### src/rtl/ifu_pkg.sv
`default_nettype none
// ============================================================================
// Module : ifu_pkg
// Desc   : Shared core package: fetch FSM state encoding and reset PC default.
// Rev    : 1.0  initial release
// ============================================================================
package ifu_pkg;

    // Default first fetch address after reset
    localparam logic [31:0] IFU_RESET_PC = 32'h8000_0000;

    // Byte stride between consecutive instructions
    localparam int unsigned IFU_PC_STEP = 4;

    // Fetch FSM states
    typedef enum logic [1:0] {
        IDLE = 2'd0,
        REQ  = 2'd1,
        WAIT = 2'd2,
        HOLD = 2'd3
    } ifu_state_e;

endpackage : ifu_pkg
`default_nettype wire

### src/rtl/ifu.sv
`default_nettype none
// ============================================================================
// Module : ifu
// Desc   : Instruction fetch unit. Issues one fetch at a time to instruction
//          memory, holds the returned instruction for the decode stage under
//          valid/ready, and handles redirects without ever changing an
//          already-issued request.
//          Optional performance counters are enabled by defining
//          YSYX_23060251_IFU_PERF_EN.
// Rev    : 1.0  initial release
// ============================================================================
module ifu
    import ifu_pkg::*;
#(
    parameter logic [31:0] RESET_PC = IFU_RESET_PC,
    parameter int          XLEN     = 32
) (
    input  logic            clk,
    input  logic            rst,
    input  logic            redirect_valid,
    input  logic [XLEN-1:0] redirect_pc,
    output logic            imem_req_valid,
    input  logic            imem_req_ready,
    output logic [XLEN-1:0] imem_req_addr,
    input  logic            imem_rsp_valid,
    input  logic [XLEN-1:0] imem_rsp_data,
    output logic            out_valid,
    input  logic            out_ready,
    output logic [XLEN-1:0] out_pc,
    output logic [XLEN-1:0] out_inst
`ifdef YSYX_23060251_IFU_PERF_EN
    ,
    output logic [63:0]     perf_fetch_cnt,
    output logic [63:0]     perf_stall_cnt
`endif
);

    localparam logic [XLEN-1:0] PC_INC    = XLEN'(IFU_PC_STEP);
    localparam logic [XLEN-1:0] PC_AT_RST = XLEN'(RESET_PC);

    ifu_state_e      state;
    ifu_state_e      state_next;
    logic [XLEN-1:0] pc;
    logic [XLEN-1:0] pc_next;
    logic [XLEN-1:0] req_addr;
    logic [XLEN-1:0] inst;
    logic            flush;
    logic            flush_next;
    logic            load_inst;
    logic            out_fire;

    assign imem_req_valid = (state == REQ);
    assign imem_req_addr  = req_addr;
    assign out_valid      = (state == HOLD);
    assign out_pc         = pc;
    assign out_inst       = inst;
    assign out_fire       = out_valid & out_ready;

    // State, PC, flush flag, request address and instruction registers
    always_ff @(posedge clk or posedge rst) begin
        if (rst) begin
            state    <= IDLE;
            pc       <= PC_AT_RST;
            req_addr <= PC_AT_RST;
            flush    <= 1'b0;
            inst     <= '0;
        end else begin
            state <= state_next;
            pc    <= pc_next;
            flush <= flush_next;
            // The request address is captured only on entry to REQ, so a
            // redirect while the request is pending cannot disturb it.
            if (state_next == REQ && state != REQ) begin
                req_addr <= pc_next;
            end
            if (load_inst) begin
                inst <= imem_rsp_data;
            end
        end
    end

    // Next-state, next-PC and flush-flag decision
    always_comb begin
        state_next = state;
        pc_next    = pc;
        flush_next = flush;
        load_inst  = 1'b0;
        unique case (state)
            IDLE: begin
                state_next = REQ;
                if (redirect_valid) begin
                    pc_next = redirect_pc;
                end
            end
            REQ: begin
                // The request is already on the bus; retarget the PC and mark
                // the eventual response as stale.
                if (redirect_valid) begin
                    pc_next    = redirect_pc;
                    flush_next = 1'b1;
                end
                if (imem_req_ready) begin
                    state_next = WAIT;
                end
            end
            WAIT: begin
                if (imem_rsp_valid) begin
                    if (redirect_valid || flush) begin
                        if (redirect_valid) begin
                            pc_next = redirect_pc;
                        end
                        flush_next = 1'b0;
                        state_next = REQ;
                    end else begin
                        load_inst  = 1'b1;
                        state_next = HOLD;
                    end
                end else if (redirect_valid) begin
                    // The response is still owed; stay until it arrives so it
                    // is not mistaken for the reply to the redirected fetch.
                    pc_next    = redirect_pc;
                    flush_next = 1'b1;
                end
            end
            HOLD: begin
                if (redirect_valid) begin
                    pc_next    = redirect_pc;
                    state_next = REQ;
                end else if (out_ready) begin
                    pc_next    = pc + PC_INC;
                    state_next = REQ;
                end
            end
            default: begin
                state_next = IDLE;
            end
        endcase
    end

`ifdef YSYX_23060251_IFU_PERF_EN
    // Fetch and stall performance counters
    always_ff @(posedge clk or posedge rst) begin
        if (rst) begin
            perf_fetch_cnt <= 64'd0;
            perf_stall_cnt <= 64'd0;
        end else begin
            if (out_fire) begin
                perf_fetch_cnt <= perf_fetch_cnt + 64'd1;
            end
            if (state == REQ || state == WAIT) begin
                perf_stall_cnt <= perf_stall_cnt + 64'd1;
            end
        end
    end
`else
    logic unused_fire;
    assign unused_fire = out_fire;
`endif

endmodule : ifu
`default_nettype wire

### config.mk
export PLATFORM = sky130hd
export DESIGN_NAME = ifu
export DESIGN_NICKNAME = d
export VERILOG_FILES = /design/src/rtl/ifu_pkg.sv /design/src/rtl/ifu.sv
export SDC_FILE = /design/constraint.sdc
export NUM_CORES = 1
export LEC_CHECK = 0
export ABC_AREA = 1
export CAP_MARGIN = 20
export CORE_UTILIZATION = 41
export CTS_CLUSTER_SIZE = 25
export DETAILED_ROUTE_END_ITERATION = 6
export GPL_ROUTABILITY_DRIVEN = 0
export GPL_TIMING_DRIVEN = 0
export PLACE_DENSITY_LB_ADDON = 0.25
export SKIP_CTS_REPAIR_TIMING = 1
export SYNTH_ARGS = -nofsm -noshare
export SYNTH_HDL_FRONTEND = slang
export SYNTH_SLANG_ARGS = --single-unit
export TNS_END_PERCENT = 5
### constraint.sdc
create_clock -name clk -period 3 [get_ports clk]
set_input_delay 0.45 -clock clk [delete_from_list [all_inputs] [get_ports clk]]
set_output_delay 0.45 -clock clk [all_outputs]
set_load 0.02 [all_outputs]
# Yosys cells after proc, flatten, opt, wreduce, memory -nomap -nowiden
# Cells that the tools add are included.
totals:
  reg_bits: 99
  output_inout_bits: 98
op_classes:
  add_sub_neg: 1
  eq_ne: 6
  mux: 19
  reduce_logical: 6
ops:
  columns: ["cell", "n"]
  rows:
  - ["two-way mux 32 bit", 5]
  - ["case mux 32 bit (3 select lines)", 1]
  - ["adder 32 x 3 -> 32 bit (second input constant)", 1]
  - ["two-way mux 2 bit", 5]
  - ["case mux 2 bit (4 select lines)", 1]
  - ["two-way mux 1 bit", 6]
  - ["== test 2 x 1 -> 1 bit (second input constant)", 2]
  - ["== test 2 bit (second input constant)", 2]
  - ["inequality test 3 bit (second input constant)", 1]
  - ["logical NOT 2 bit", 1]
  - ["inequality test 2 x 1 -> 1 bit (second input constant)", 1]
  - ["case mux 1 bit (2 select lines)", 1]
  - ["AND reduction 2 bit", 1]
  - ["nonzero test 2 bit", 1]
  - ["OR reduction 2 bit", 1]
  - ["logical AND 1 bit", 1]
  - ["logical OR 1 bit", 1]

# Logic depth before layout (Yosys ltp)
# Gate-level depths: netlist of the first run.
depth:
  ltp_word: 6
  depth_mapped: 13

# Least setup slack after synthesis of the first run
# OpenSTA, ideal clock, no wires.
synth_timing:
  path_kind: "register -> register"
  from: "register pc[3], in the netlist out_pc[3]"
  to: "register req_addr[18], in the netlist imem_req_addr[18]"
  arrival_ns: 1.591
  slack_ns: 1.292
  path_stages_with_launch: 13
  cell_sequence: "dfrtp_1 > ha_1 > nand2_1 > nor2_1 > nand2_1 > nor2_4 > nand2_2 > nor2_1 > nand2_1 > nand3_1 > nand2_1 > nand2_1 > nand2_1"
synth_via:
  elab_chain_len: 4
synth_rtl:
  columns: ["element", "line_no", "rtl"]
  rows:
  - ["start: declaration", "ifu.sv:43", "logic [XLEN-1:0] pc;"]
  - ["start signal: assignment", "ifu.sv:69", "pc <= pc_next;"]
  - ["adder 32 x 3 -> 32 bit", "ifu.sv:130", "pc_next = pc + PC_INC;"]
  - ["two-way mux 32 bit", "ifu.sv:129", "end else if (out_ready) begin"]
  - ["two-way mux 32 bit", "ifu.sv:126", "if (redirect_valid) begin"]
  - ["case mux 32 bit (3 select lines)", "ifu.sv:88", "unique case (state)"]
  - ["net pc_next[18]", "ifu.sv:44", "logic [XLEN-1:0] pc_next;"]
  - ["end signal: assignment", "ifu.sv:74", "req_addr <= pc_next;"]
  - ["end: declaration", "ifu.sv:45", "logic [XLEN-1:0] req_addr;"]
# The timed path passes the listed nets, and every way through them passes these cells.
# A chain may end at the register's enable or synchronous reset.

# Worst setup path in the final report of the first run
layout_timing:
  from: "register state[1]"
  to: "output port out_valid"
layout_via:
  elab_chain_len: 1
layout_rtl:
  columns: ["element", "line_no", "rtl"]
  rows:
  - ["start: declaration", "ifu.sv:41", "ifu_state_e state;"]
  - ["start signal: assignment", "ifu.sv:68", "state <= state_next;"]
  - ["== test 2 bit", "ifu.sv:54", "assign out_valid = (state == HOLD);"]
  - ["end: declaration", "ifu.sv:27", "output logic out_valid,"]
# Every way passes these cells.

==> results.cfg, run 1 <==
[setup_path]
crit_type = reg -> out
cp-end-kind = primary output
crit_end = out_valid
r2r_setup_slack_ns = 1.10
start_kind = flop
r2r-start = out_pc[3]
r2r_end = imem_req_addr[20]
arrival_ns = 1.98
critPathRequiredTime_ns = 2.55
reg2reg_depth = 10
startpoint = state[1]
crit_fanout = 10

[grt]
grt_max_degree = 39
antenna_found_initial = 0
groute.usage.overall = 0.2328
grt_pass1_wl_um = 20840
grt_pass1_vias = 4193
grt_overflow_total = 0

[logic_synthesis]
synth_compound_area_frac = 0.05666
synth_ff_type = dfrtp_1
avgSynthCellArea_sq_um = 8.704
syn_area_sq_mm = 0.004770
synth_top_family_by_area = simple AND/OR/NAND/NOR gates
synth_top_area_cell = dfrtp_1
synth_top_area_frac = 0.5089
ys_seq_area_frac = 0.5199
ys_ff_latch = 99
synth_cell_types = 40
yosys.area_share.simple = 0.2747
ys.warnings.count = 0
synth-xor-area-share = 0.02020
synthMuxAreaShare = 0.07555
synthAdderAreaFrac = 0.002623
synth_area_leaders = dfrtp_1 51%, nand2_1 15%, mux2_1 7.1%, nor2_1 4.1%, nand3_1 3.1%
ys_async_sr_fraction = 1.000
syn_inst = 548
synth-edff-count = 0
syn_nets = 619

[clocking]
cts_made_buffers = 9
cts_tree = built
clk_pin_slew_worst_paths_ns = 0.06
htreeDepth = 3
clockBufferDepth = 2
cts-root-buf = clkbuf_16
clkSinkCount = 99
clock_latency_ns = 0.34

[timing]
rsz0062_at_grt = false
setup_viol = 0
tightestPinTransition_ns = 0.6658
timing.slew.headroom = 0.5552
final.setup_skew_ns = 0.005942
fmax_mhz = 412.0
report.final.slew_viol_count = 0
min_period_ns = 2.427
final_hold_viol_count = 0
totalNegativeSetupSlack_ns = 0
period_share = 0.8090
worst_slack_ns = 0.5730

[detailed_routing]
vias_per_cell = 4.971
drt_iter0_drc = 202
firstDrtPassIters = 4
ant_nets = 0
vias = 4350
wl_per_cell_um = 15.35
drc = 0
wl_um = 13430

[die]
rows = 39
die-area_sq_mm = 0.01207
die_h_um = 109.9
initial_utilization = 0.4195
die_w_um = 109.9
core_sq_mm = 0.01137
ios = 168

[pwr]
irDropWorstVdd_v = 0.0005602
power_density_mw_per_mm2 = 872.9
leakagePower_nw = 3.206

[place]
hpwl_um = 10250
place_ws_ns = 0.6189
port_buffers = 167

[finish]
nets = 799
area_growth_pct = 45.17
drive_gt1_frac = 0.08333
diodes = 0

[flow_run]
drv_cap = 0

[outcome]
outcome = finished clean

[worst_hold_path]
hold_path.class = reg -> reg
per-stage QoR:
| stage | cells | util | power (mW) | hold WS, ns | area (sq um) |
|---|---|---|---|---|---|
| 2_1_floorplan | 548 | - | 3.672 | 0.4986 | 4773 |
| 3_3_place_gp | 858 | 0.5826 | 4.973 | 0.4549 | 6624 |
| 3_5_place_dp | 860 | 0.5861 | 5.028 | 0.4575 | 6664 |
| 4_1_cts | 875 | 0.6090 | 6.119 | 0.4689 | 6924 |
| 5_1_grt | 875 | 0.6090 | 6.446 | 0.4974 | 6924 |
| 6_report | 875 | 0.6090 | 6.044 | 0.4656 | 6924 |
Yosys cell counts (2+ instances only):
cell type  count
a21boi_1       5
a21o_1         2
a21oi_1        6
a31oi_1        4
buf_2          8
buf_6          3
clkbuf_1       6
dfrtp_1       97
dfstp_2        2
inv_1         30
inv_2          6
mux2_1        30
mux2_2         2
nand2_1      193
nand2_2        3
nand3_1       30
nand3b_1       2
nand4_1        5
nor2_1        52
nor2_2         8
nor2_4         2
o21ai_0        9
o21ai_1       11
o21bai_1       2
or2_1          2
or2_2          5
xnor2_1        3
xor2_1         8
flip-flops by register name (all words and copies together), names as in the netlist:
register,flops
imem_req_addr,32
out_inst,32
out_pc,32
state,2
flush,1
critical path: stages (launching register included):
cell	delay [ns]
dfrtp_1	0.39
nand2_2	0.14
inv_2	0.18
buf_2	0.26
clkdlybuf4s50_1	0.65
power by group:
part           total [mW]  internal (mW)  leakage, nW  switching [mW]
Sequential           2.14           1.81         1.22           0.331
Combinational        2.86           1.29         1.86            1.57
Clock                1.05          0.560        0.130           0.488
worst min-delay path by stage:
stage | to | cells past startpoint | from
after global placement | imem_req_addr[31] | 2 | imem_req_addr[31]
final | imem_req_addr[31] | 2 | imem_req_addr[31]
after global routing | imem_req_addr[25] | 2 | imem_req_addr[25]
after detailed placement | imem_req_addr[31] | 2 | imem_req_addr[31]
after floorplan | imem_req_addr[31] | 2 | imem_req_addr[31]
after CTS | imem_req_addr[31] | 2 | imem_req_addr[31]
cell type report:
class	count	area, sq um
fill	1041	4446
sequential	99	2480
multi-input combinational	395	2049
timing repair buffer	169	1712
clock buffer	11	232.7
tap	143	178.9
inverter	37	147.6
buffer	17	96.34
clock inverter	4	27.53
cells in the final DEF (no fill, tap or decap), types with 3 or more instances in the layout:
cell / synthesis / routed
a21boi_1: 5 / 5
inv_2: 6 / 6
mux2_1: 30 / 30
clkbuf_16: 0 / 9
buf_2: 8 / 8
buf_6: 3 / 3
nand2_1: 193 / 193
nand3_1: 30 / 30
o21ai_0: 9 / 9
nor2_2: 8 / 8
a21oi_1: 6 / 6
nand4_1: 5 / 5
nand2_2: 3 / 3
clkdlybuf4s50_1: 0 / 167
nor2_1: 52 / 52
a31oi_1: 4 / 4
or2_2: 5 / 5
xor2_1: 8 / 8
xnor2_1: 3 / 3
clkbuf_1: 6 / 8
inv_1: 30 / 29
o21ai_1: 11 / 11
dfrtp_1: 97 / 97
layer usage:
metal	up-vias	GRT usage	routed length [um]
li1	2110	-	-
met1	2047	0.2777	5408
met2	173	0.3714	6296
met3	20	0.08832	1420
met4	0	0.1067	306
met5	-	0	0
logic make-up (layout without fill, tap and decap cells):
kind of cell / Yosys count / in the layout
mux: 32 / 32
xor+xnor: 11 / 11
simple gates: 307 / 307
fa+ha+maj: 1 / 1
compound gates: 44 / 44
flops: 99 / 99
buf+inv: 54 / 238
(Power assumes the default switching activity.)
==> run 2: changes to the inputs <==
- clock period: 3 -> 2.2 ns (I/O delays scaled with it)
==> results.cfg, run 2 (synthesis gave the netlist of run 1 again) <==
[outcome]
outcome = finished clean

[grt]
groute.usage.overall = 0.2328
grt_pass1_vias = 4193
grt_pass1_wl_um = 20840
grt_overflow_total = 0
grt_max_degree = 39
antenna_found_initial = 0

[setup_path]
r2r-start = out_pc[3]
r2r_setup_slack_ns = 0.32
critPathRequiredTime_ns = 1.87
start_kind = flop
reg2reg_depth = 12
crit_type = reg -> out
arrival_ns = 1.69
cp-end-kind = primary output
crit_fanout = 5
r2r_end = imem_req_addr[18]

[finish]
nets = 799
area_growth_pct = 45.33
drive_gt1_frac = 0.08333
fill_cells = 1041
layout_commonest_cell = nand2_1
diodes = 0
final_cell_mix = 193 x nand2_1, 166 x clkdlybuf4s50_1, 97 x dfrtp_1, 52 x nor2_1

[timing]
final_hold_viol_count = 0
tightestPinTransition_ns = 0.6661
setup_viol = 0
timing.slew.headroom = 0.5550
fmax_mhz = 495.6
rsz0062_at_grt = false
totalNegativeSetupSlack_ns = 0
final.setup_skew_ns = 0.006050
period_share = 0.9172
report.final.slew_viol_count = 0
min_period_ns = 2.018

[detailed_routing]
vias_per_cell = 4.968
drc = 0
wl_um = 13380
ant_nets = 0
firstDrtPassIters = 4
vias = 4347
wl_per_cell_um = 15.29
drt_iter0_drc = 190

[die]
core_sq_mm = 0.01137
die-area_sq_mm = 0.01207
die_h_um = 109.9
initial_utilization = 0.4195
rows = 39
ios = 168
die_w_um = 109.9

[pwr]
power_density_mw_per_mm2 = 1191
leakagePower_nw = 3.221
finalPower_mw = 8.253
irDropWorstVdd_v = 0.0007559

[clocking]
htreeDepth = 3
clkSinkCount = 99
cts_tree = built
cts-root-buf = clkbuf_16
clockBufferDepth = 2
clk_pin_slew_worst_paths_ns = 0.07
cts_made_buffers = 9
clock_latency_ns = 0.35

[place]
hpwl_um = 10250
port_buffers = 167

[worst_hold_path]
hold_path.class = in -> async

[flow_run]
drv_cap = 0
[run 2: cell count changes in the layout (fill, tap and decap cells not counted)]
cell             before  now
dlymetal6s2s_1        0    1
nor2_4                2    3
clkdlybuf4s50_1     167  166
nor2_2                8    7
[run 2: metrics by stage]
step           hold WS, ns    util  instance area, sq um  std cells  setup slack, ns
2_1_floorplan       0.4228       -                  4773        548           0.4925
3_3_place_gp        0.4549  0.5826                  6624        858          -0.2942
3_5_place_dp        0.4575  0.5861                  6664        860         -0.06107
4_1_cts             0.4442  0.6090                  6924        875          -0.1197
5_1_grt             0.4781  0.6097                  6932        875           0.1314
6_report            0.4249  0.6097                  6932        875           0.1821
[run 2: critical path, stage by stage (launching register included)]
cell             delay [ns]
dfrtp_1                0.43
nor2_4                 0.26
clkdlybuf4s50_1        0.65
[run 2: area by class of cell]
type / instances / area, sq um / share of cell area
multi-input cells: 395 / 2054 / 0.2964
plain buffers: 17 / 96.34 / 0.01390
clock inverters: 4 / 27.53 / 0.003971
repair buffers: 169 / 1714 / 0.2473
flip-flops and latches: 99 / 2480 / 0.3578
inverters: 37 / 147.6 / 0.02130
well taps: 143 / 178.9 / 0.02581
clock buffers: 11 / 232.7 / 0.03357
[run 2: how the worst max path moves through the flow]
stage | start | to | cells after the start
after global routing | state[1] | imem_req_valid | 2
after detailed placement | redirect_valid | out_inst[24] | 7
after floorplan | out_pc[3] | imem_req_addr[18] | 12
after global placement | rst | imem_req_addr[30] | 2
after CTS | state[1] | out_valid | 4
final | state[1] | imem_req_valid | 2
[run 2: layer usage]
layer	vias to the layer above	global-route usage	wire length [um]
li1	2108	-	-
met1	2044	0.2777	5317
met2	178	0.3714	6264
met3	17	0.08832	1486
met4	0	0.1067	307
met5	-	0	0
[run 2: power by group]
group / leakage [nW] / internal (mW) / total [mW] / switching (mW)
sequential: 1.22 / 2.46 / 2.92 / 0.455
clock: 0.130 / 0.764 / 1.43 / 0.671
combinational: 1.87 / 1.76 / 3.90 / 2.14
